==> src/rtl/sram_arb_pkg.sv <==
// sram_arb_pkg
//   Shared types and constants for the SRAM port arbiter:
//     resp_owner_t  - which OBI port owns the pending R-phase response
//     DEADBEEF_WORD - read data returned for an illegal read
//     obi_a_t       - A-phase request fields of one OBI port
package sram_arb_pkg;

  typedef enum logic [1:0] {
    OWN_NONE = 2'd0,
    OWN_D    = 2'd1,
    OWN_I    = 2'd2
  } resp_owner_t;

  localparam logic [31:0] DEADBEEF_WORD = 32'hDEAD_BEEF;

  typedef struct packed {
    logic [31:0] addr;
    logic        we;
    logic [3:0]  be;
    logic [31:0] wdata;
  } obi_a_t;

endpackage

==> src/rtl/sram_port_arbiter_if.sv <==
// sram_port_arbiter_if
//   One OBI port between the core-side OBI mux and the SRAM arbiter.
//   master : core side (drives req/addr/we/be/wdata, receives gnt/rvalid/rdata)
//   slave  : arbiter side
//   Signals: req, gnt, addr[31:0], we, be[3:0], wdata[31:0], rvalid, rdata[31:0]
interface sram_port_arbiter_if;
  import sram_arb_pkg::*;

  logic        req;
  logic        gnt;
  logic [31:0] addr;
  logic        we;
  logic [3:0]  be;
  logic [31:0] wdata;
  logic        rvalid;
  logic [31:0] rdata;

  modport master (
    output req, addr, we, be, wdata,
    input  gnt, rvalid, rdata
  );

  modport slave (
    input  req, addr, we, be, wdata,
    output gnt, rvalid, rdata
  );

endinterface

==> src/rtl/sram_arb_pick.sv <==
// sram_arb_pick
//   Combinational winner selection between the d- and i-port plus the
//   i-port starvation counter.
//   Ports:
//     clk_i, rst_i      clock, synchronous active-high reset
//     req_d_i, req_i_i  port requests
//     grant_d_o         d-port wins this cycle
//     grant_i_o         i-port wins this cycle
//     forced_o          i-port wins a conflict only because it was starved
module sram_arb_pick #(
  parameter int unsigned STARVE_LIMIT = 4
) (
  input  logic clk_i,
  input  logic rst_i,
  input  logic req_d_i,
  input  logic req_i_i,
  output logic grant_d_o,
  output logic grant_i_o,
  output logic forced_o
);

  // At least one bit even when STARVE_LIMIT is 0 (i-port then always wins).
  localparam int unsigned CNT_W = (STARVE_LIMIT < 1) ? 1 : $clog2(STARVE_LIMIT + 1);
  localparam logic [CNT_W-1:0] LIMIT = CNT_W'(STARVE_LIMIT);

  logic [CNT_W-1:0] starve_cnt_reg;
  logic [CNT_W-1:0] starve_cnt_next;
  logic             starved;
  logic             conflict;

  always_comb begin
    starved         = (starve_cnt_reg >= LIMIT);
    conflict        = req_d_i && req_i_i;
    grant_i_o       = req_i_i && (!req_d_i || starved);
    grant_d_o       = req_d_i && !grant_i_o;
    forced_o        = conflict && starved;
    starve_cnt_next = starve_cnt_reg;
    if (grant_i_o) begin
      starve_cnt_next = '0;
    end else if (conflict && !starved) begin
      // i-port lost; not starved means still below the saturation value
      starve_cnt_next = starve_cnt_reg + 1'b1;
    end
  end

  always_ff @(posedge clk_i) begin
    if (rst_i) begin
      starve_cnt_reg <= '0;
    end else begin
      starve_cnt_reg <= starve_cnt_next;
    end
  end

endmodule

==> src/rtl/sram_port_arbiter.sv <==
// sram_port_arbiter
//   Shares one single-port SRAM macro between the core's data (d) and
//   instruction (i) OBI ports: range check, arbitration with i-port
//   starvation protection, and one-cycle R-phase response routing.
//   Ports:
//     clk_i, rst_i        clock, synchronous active-high reset
//     obi_d, obi_i        OBI ports (slave modport); i-port is read-only
//     mem_req_o/we_o/addr_o/be_o/wdata_o  SRAM macro A-phase (combinational)
//     mem_rdata_i         SRAM read data, valid the cycle after a read strobe
//     illegal_memory_o    one-cycle pulse in the R-phase of a bad access
//     conflict_cnt_o, forced_i_cnt_o  saturating statistics counters,
//                         present only when SRAM_ARB_STATS_EN is defined
module sram_port_arbiter
  import sram_arb_pkg::*;
#(
  parameter logic [31:0] SRAM_BASE_ADDR = 32'h8000_0000,
  parameter int unsigned SRAM_SIZE      = 4096,
  parameter int unsigned ADDR_WIDTH     = 10,
  parameter int unsigned STARVE_LIMIT   = 4
) (
  input  logic                  clk_i,
  input  logic                  rst_i,
  sram_port_arbiter_if.slave    obi_d,
  sram_port_arbiter_if.slave    obi_i,
  output logic                  mem_req_o,
  output logic                  mem_we_o,
  output logic [ADDR_WIDTH-1:0] mem_addr_o,
  output logic [3:0]            mem_be_o,
  output logic [31:0]           mem_wdata_o,
  input  logic [31:0]           mem_rdata_i,
  output logic                  illegal_memory_o
`ifdef SRAM_ARB_STATS_EN
  ,
  output logic [15:0]           conflict_cnt_o,
  output logic [15:0]           forced_i_cnt_o
`endif
);

  // Elaboration-time sanity of the SRAM window.
  if ((64'(SRAM_BASE_ADDR) + 64'(SRAM_SIZE)) > 64'h1_0000_0000) begin : g_bad_window
    $error("sram_port_arbiter: SRAM_BASE_ADDR + SRAM_SIZE wraps past 2^32");
  end
  if (64'(SRAM_SIZE) != (64'd4 << ADDR_WIDTH)) begin : g_bad_size
    $error("sram_port_arbiter: SRAM_SIZE must equal 4 << ADDR_WIDTH");
  end

  // ---------------------------------------------------------------- A-phase
  logic   grant_d;
  logic   grant_i;
  logic   forced_i_win;
  logic   any_grant;
  obi_a_t d_a;
  obi_a_t i_a;
  obi_a_t win_a;
  logic [31:0] win_off;
  logic        in_range;
  logic        acc_illegal;

  sram_arb_pick #(
    .STARVE_LIMIT (STARVE_LIMIT)
  ) u_pick (
    .clk_i     (clk_i),
    .rst_i     (rst_i),
    .req_d_i   (obi_d.req),
    .req_i_i   (obi_i.req),
    .grant_d_o (grant_d),
    .grant_i_o (grant_i),
    .forced_o  (forced_i_win)
  );

  assign obi_d.gnt = grant_d;
  assign obi_i.gnt = grant_i;
  assign any_grant = grant_d | grant_i;

  assign d_a   = '{addr: obi_d.addr, we: obi_d.we, be: obi_d.be, wdata: obi_d.wdata};
  assign i_a   = '{addr: obi_i.addr, we: obi_i.we, be: obi_i.be, wdata: obi_i.wdata};
  assign win_a = grant_i ? i_a : d_a;

  // An address below the base wraps to a huge offset, so one unsigned
  // compare covers both ends of the window.
  assign win_off     = win_a.addr - SRAM_BASE_ADDR;
  assign in_range    = (win_off < 32'(SRAM_SIZE));
  assign acc_illegal = any_grant && (!in_range || (grant_i && i_a.we));

  assign mem_req_o   = any_grant && !acc_illegal;
  assign mem_we_o    = mem_req_o && win_a.we;
  assign mem_addr_o  = win_off[ADDR_WIDTH+1:2];
  assign mem_be_o    = win_a.be;
  assign mem_wdata_o = win_a.wdata;

  logic unused_off_bits;
  assign unused_off_bits = ^{win_off[31:ADDR_WIDTH+2], win_off[1:0]};

  // ---------------------------------------------------------------- R-phase
  resp_owner_t resp_owner_reg;
  resp_owner_t resp_owner_next;
  logic        resp_illegal_reg;
  logic        resp_illegal_next;
  logic        resp_we_reg;
  logic        resp_we_next;
  logic [31:0] resp_rdata;

  always_ff @(posedge clk_i) begin
    if (rst_i) begin
      resp_owner_reg   <= OWN_NONE;
      resp_illegal_reg <= 1'b0;
      resp_we_reg      <= 1'b0;
    end else begin
      resp_owner_reg   <= resp_owner_next;
      resp_illegal_reg <= resp_illegal_next;
      resp_we_reg      <= resp_we_next;
    end
  end

  // Every grant yields exactly one response next cycle; a new grant may be
  // taken while the previous response is being returned.
  always_comb begin
    resp_owner_next   = OWN_NONE;
    resp_illegal_next = 1'b0;
    resp_we_next      = 1'b0;
    if (grant_d) begin
      resp_owner_next = OWN_D;
    end else if (grant_i) begin
      resp_owner_next = OWN_I;
    end
    if (any_grant) begin
      resp_illegal_next = acc_illegal;
      resp_we_next      = win_a.we;
    end
  end

  always_comb begin
    resp_rdata = mem_rdata_i;
    if (resp_we_reg) begin
      resp_rdata = '0;
    end else if (resp_illegal_reg) begin
      resp_rdata = DEADBEEF_WORD;
    end
  end

  assign obi_d.rvalid = (resp_owner_reg == OWN_D);
  assign obi_i.rvalid = (resp_owner_reg == OWN_I);
  assign obi_d.rdata  = (resp_owner_reg == OWN_D) ? resp_rdata : '0;
  assign obi_i.rdata  = (resp_owner_reg == OWN_I) ? resp_rdata : '0;

  assign illegal_memory_o = resp_illegal_reg;

  // ---------------------------------------------------------------- stats
`ifdef SRAM_ARB_STATS_EN
  logic [15:0] conflict_cnt_reg;
  logic [15:0] forced_i_cnt_reg;

  always_ff @(posedge clk_i) begin
    if (rst_i) begin
      conflict_cnt_reg <= '0;
      forced_i_cnt_reg <= '0;
    end else begin
      if (obi_d.req && obi_i.req && (conflict_cnt_reg != 16'hFFFF)) begin
        conflict_cnt_reg <= conflict_cnt_reg + 16'd1;
      end
      if (forced_i_win && (forced_i_cnt_reg != 16'hFFFF)) begin
        forced_i_cnt_reg <= forced_i_cnt_reg + 16'd1;
      end
    end
  end

  assign conflict_cnt_o = conflict_cnt_reg;
  assign forced_i_cnt_o = forced_i_cnt_reg;
`else
  logic unused_forced;
  assign unused_forced = forced_i_win;
`endif

endmodule

==> src/flat_wrapper.sv <==
// flat-port wrapper written by rule: the top's interface ports become plain ports
module sram_port_arbiter_flat import sram_arb_pkg::*;
#(
  parameter logic [31:0] SRAM_BASE_ADDR = 32'h8000_0000,
  parameter int unsigned SRAM_SIZE      = 4096,
  parameter int unsigned ADDR_WIDTH     = 10,
  parameter int unsigned STARVE_LIMIT   = 4
)
  (clk_i, rst_i, mem_req_o, mem_we_o, mem_addr_o, mem_be_o, mem_wdata_o, mem_rdata_i, illegal_memory_o, obi_d_req, obi_d_addr, obi_d_we, obi_d_be, obi_d_wdata, obi_d_gnt, obi_d_rvalid, obi_d_rdata, obi_i_req, obi_i_addr, obi_i_we, obi_i_be, obi_i_wdata, obi_i_gnt, obi_i_rvalid, obi_i_rdata);
  sram_port_arbiter_if obi_d_i ();
  sram_port_arbiter_if obi_i_i ();
  input  logic clk_i;
  input  logic rst_i;
  output logic mem_req_o;
  output logic mem_we_o;
  output logic [ADDR_WIDTH-1:0] mem_addr_o;
  output logic [3:0] mem_be_o;
  output logic [31:0] mem_wdata_o;
  input  logic [31:0] mem_rdata_i;
  output logic illegal_memory_o;
  input wire logic [$bits(obi_d_i.req)-1:0] obi_d_req;
  input wire logic [$bits(obi_d_i.addr)-1:0] obi_d_addr;
  input wire logic [$bits(obi_d_i.we)-1:0] obi_d_we;
  input wire logic [$bits(obi_d_i.be)-1:0] obi_d_be;
  input wire logic [$bits(obi_d_i.wdata)-1:0] obi_d_wdata;
  output wire logic [$bits(obi_d_i.gnt)-1:0] obi_d_gnt;
  output wire logic [$bits(obi_d_i.rvalid)-1:0] obi_d_rvalid;
  output wire logic [$bits(obi_d_i.rdata)-1:0] obi_d_rdata;
  input wire logic [$bits(obi_i_i.req)-1:0] obi_i_req;
  input wire logic [$bits(obi_i_i.addr)-1:0] obi_i_addr;
  input wire logic [$bits(obi_i_i.we)-1:0] obi_i_we;
  input wire logic [$bits(obi_i_i.be)-1:0] obi_i_be;
  input wire logic [$bits(obi_i_i.wdata)-1:0] obi_i_wdata;
  output wire logic [$bits(obi_i_i.gnt)-1:0] obi_i_gnt;
  output wire logic [$bits(obi_i_i.rvalid)-1:0] obi_i_rvalid;
  output wire logic [$bits(obi_i_i.rdata)-1:0] obi_i_rdata;
  assign obi_d_i.req = obi_d_req;
  assign obi_d_i.addr = obi_d_addr;
  assign obi_d_i.we = obi_d_we;
  assign obi_d_i.be = obi_d_be;
  assign obi_d_i.wdata = obi_d_wdata;
  assign obi_d_gnt = obi_d_i.gnt;
  assign obi_d_rvalid = obi_d_i.rvalid;
  assign obi_d_rdata = obi_d_i.rdata;
  assign obi_i_i.req = obi_i_req;
  assign obi_i_i.addr = obi_i_addr;
  assign obi_i_i.we = obi_i_we;
  assign obi_i_i.be = obi_i_be;
  assign obi_i_i.wdata = obi_i_wdata;
  assign obi_i_gnt = obi_i_i.gnt;
  assign obi_i_rvalid = obi_i_i.rvalid;
  assign obi_i_rdata = obi_i_i.rdata;
  sram_port_arbiter #(.SRAM_BASE_ADDR(SRAM_BASE_ADDR), .SRAM_SIZE(SRAM_SIZE), .ADDR_WIDTH(ADDR_WIDTH), .STARVE_LIMIT(STARVE_LIMIT)) u_core (.clk_i(clk_i), .rst_i(rst_i), .obi_d(obi_d_i), .obi_i(obi_i_i), .mem_req_o(mem_req_o), .mem_we_o(mem_we_o), .mem_addr_o(mem_addr_o), .mem_be_o(mem_be_o), .mem_wdata_o(mem_wdata_o), .mem_rdata_i(mem_rdata_i), .illegal_memory_o(illegal_memory_o));
endmodule
==> config.mk <==
export PLATFORM = sky130hd
export DESIGN_NAME = sram_port_arbiter_flat
export DESIGN_NICKNAME = d
export VERILOG_FILES = /design/src/rtl/sram_arb_pkg.sv /design/src/rtl/sram_port_arbiter_if.sv /design/src/rtl/sram_arb_pick.sv /design/src/rtl/sram_port_arbiter.sv /design/src/flat_wrapper.sv
export SDC_FILE = /design/constraint.sdc
export NUM_CORES = 1
export LEC_CHECK = 0
export CORE_AREA = 10 10 105 107
export DETAILED_ROUTE_END_ITERATION = 10
export DIE_AREA = 0 0 115 117
export DONT_BUFFER_PORTS = 1
export HOLD_SLACK_MARGIN = 0.06
export PLACE_DENSITY_LB_ADDON = 0.15
export REMOVE_ABC_BUFFERS = 1
export SLEW_MARGIN = 20
export SYNTH_ARGS = -nofsm -noshare
export SYNTH_HDL_FRONTEND = slang
export SYNTH_SLANG_ARGS = --single-unit
export TNS_END_PERCENT = 100
==> constraint.sdc <==
create_clock -name clk_i -period 1.46 [get_ports clk_i]
set_input_delay 0.292 -clock clk_i [delete_from_list [all_inputs] [get_ports clk_i]]
set_output_delay 0.292 -clock clk_i [all_outputs]
set_load 0.02 [all_outputs]
==> flow_summary.json <==
{
  "final_cell_mix": "74 x nand2_1, 56 x buf_6, 38 x nand2_2",
  "violations": "setup timing",
  "cp_max_fo": 6,
  "die_y_um": 117,
  "final-hold-violation-count": 0,
  "worstPathRequired_ns": 1.17,
  "final_nets": 564,
  "holdPathStages": 1,
  "pre_cts_ws_ns": -0.181,
  "ir_drop_uv": 246,
  "synth_area_leaders": "nand2_1 27%, buf_4 20%, nor2_1 10%, o21bai_1 9.4%, dfxtp_1 7.3%",
  "final_core_util": 0.443,
  "slew_viol_final": 0,
  "start_util": 0.213,
  "syn_to_final_growth_pct": 108,
  "placed_cells": 461,
  "antenna_found_initial": 0,
  "netlist_instances": 350,
  "avgViaCountPerCell": 5.02,
  "fin_hold_ws_ns": 0.125,
  "die_x_um": 115,
  "largest_reg_flops": 3,
  "min_period_over_period": 1.16,
  "yosysWarnings": 0,
  "drtAntennaViolNets": 0,
  "crit_arrival_ns": 1.41,
  "finalSetupViolCount": 108,
  "grt_pass1_vias": 2791,
  "grt_max_degree": 22,
  "drt_iter0_markers": 119,
  "routed_wl_um": 12700,
  "grt_pass1_wl_um": 16200,
  "yosys.area.top_type_share": 0.274,
  "ys_ff_latch": 7,
  "globalplace.congestion": 0.741,
  "root_buffer": "clkbuf_8",
  "period_needed_ns": 1.70,
  "n_antenna_cell": 0,
  "worst_pin_slew_ns": 0.251,
  "rrSetupSlack_ns": 0.27,
  "min_to": "u_core.u_pick.starve_cnt_reg[2]",
  "status": "finished, violations left",
  "layout_setup_ws_ns": -0.239,
  "cap_violations": 0,
  "final_common_cell": "nand2_1",
  "drt-met1-wl_um": 4270,
  "vias": 2498,
  "path_clk_slew_ns": 0.04,
  "syn_avg_cell_area_sq_um": 5.49,
  "route.met3.wl_um": 1420,
  "rows": 35,
  "cts_buffer_depth": 2,
  "dp.final_hpwl_um": 8460,
  "max_freq_ghz": 0.589,
  "power_density_nw_per_um2": 456,
  "synthesis.area_sq_um": 1920,
  "rsz0062_at_grt": "yes",
  "ys_seq_area_frac": 0.0730,
  "routedWlPerCell_um": 25.5,
  "grt.overflow.total": 0,
  "clock-sinks": 7,
  "met2_length_um": 6880,
  "io_buffers": 0,
  "hp-class": "in2reg",
  "coreArea_sq_um": 9020,
  "cts_tree": "built",
  "drc": 0,
  "rr_worst_depth": 4,
  "htree_levels": 1,
  "fin_worst_skew_ns": 0.00498,
  "gr-usage-all-layers": 0.152,
  "layout-drive-gt1-share": 0.711,
  "cts_buffers": 3,
  "r2r_end": "u_core.resp_we_reg",
  "highest_layer": "met4",
  "p_leak_nw": 1.73,
  "r2r_start": "u_core.u_pick.starve_cnt_reg[2]",
  "setup_tns_ns": -10.36,
  "worstSetupEndpointType": "primary output",
  "critical_path.startpoint_type": "flop",
  "clock_latency_ns": 0.23,
  "hp-start": "rst_i",
  "dr.pass1.iters": 4,
  "io_pins": 291,
  "worst_slew_margin_rel": 0.831,
  "synth_cell_types": 31,
  "dieArea_sq_um": 13500,
  "critPathKind": "reg2out",
  "final_cells": 498,
  "synth_top_area_cell": "nand2_1"
}
-- repair_timing --
action,in CTS,in global routing
setup buffers,19,4
setup endpoints to repair,115,115
hold buffers,0,0
gates resized for setup,216,139
cloned,15,3
pin swaps,75,38
-- where the power goes --
group	total, W	internal, W	switching (W)
clock network	0.000271	0.000189	0.0000820
logic	0.00133	0.000604	0.000728
registers	0.000219	0.000202	0.0000176
total	0.00182	0.000994	0.000828
-- cells in the mapped netlist (all sizes together) --
master	n
a21oi	2
nand4	2
nor4b	2
and2	17
nor4	7
dfxtp	7
clkbuf	4
buf	64
nor3b	2
nand2b	3
o21bai	24
nand3	2
and2b	2
inv	6
nor3	5
mux2	1
o2111ai	1
and3b	1
nor2	53
ha	2
nand2	141
o22ai	1
xnor2	1
-- worst max path at each step --
stage | from | to | slack (ns) | depth (start not counted)
finish | u_core.u_pick.starve_cnt_reg[2] | mem_we_o | -0.24 | 4
global route | u_core.u_pick.starve_cnt_reg[2] | mem_we_o | -0.27 | 4
CTS | u_core.u_pick.starve_cnt_reg[2] | mem_we_o | -0.24 | 4
detailed placement | obi_i_addr[30] | mem_we_o | -0.18 | 4
global placement | obi_i_addr[26] | mem_we_o | -0.13 | 4
floorplan | u_core.u_pick.starve_cnt_reg[2] | mem_addr_o[0] | -0.57 | 5
-- critical path: stages (launching register included) --
cell,delay (ns)
dfxtp_2,0.32
nand2b_4,0.16
nand2_8,0.13
mux2_4,0.32
and3b_2,0.25
-- kinds of logic (layout without fill, tap and decap cells) --
family | Yosys count | count (layout) | share of synthesized area
compound gates | 28 | 28 | 0.110
xor+xnor | 1 | 1 | 0.00456
fa+ha+maj | 2 | 2 | 0.0130
buf+inv | 74 | 111 | 0.254
flops | 7 | 7 | 0.0730
mux | 1 | 1 | 0.00782
simple gates | 237 | 237 | 0.537
-- stage by stage --
stage / power, W / instance area (sq um)
2_1_floorplan: 0.000706 / 1460
3_3_place_gp: 0.000937 / 2150
3_5_place_dp: 0.000933 / 2150
4_1_cts: 0.00166 / 3490
5_1_grt: 0.00192 / 4000
6_report: 0.00182 / 4000
-- final cells by class --
type,count,area [sq um]
tap,111,139
multi-input combinational,269,2240
inverter,6,30.0
fill,829,5020
sequential,7,151
clock buffer,4,45.0
timing repair buffer,101,1390
-- layer usage --
metal | vias up | GRT usage
li1 | 1127 | -
met5 | - | 0
met2 | 183 | 0.291
met1 | 1174 | 0.147
met3 | 14 | 0.0647
met4 | 0 | 0.0371
Power figures use the tool's default switching activity.
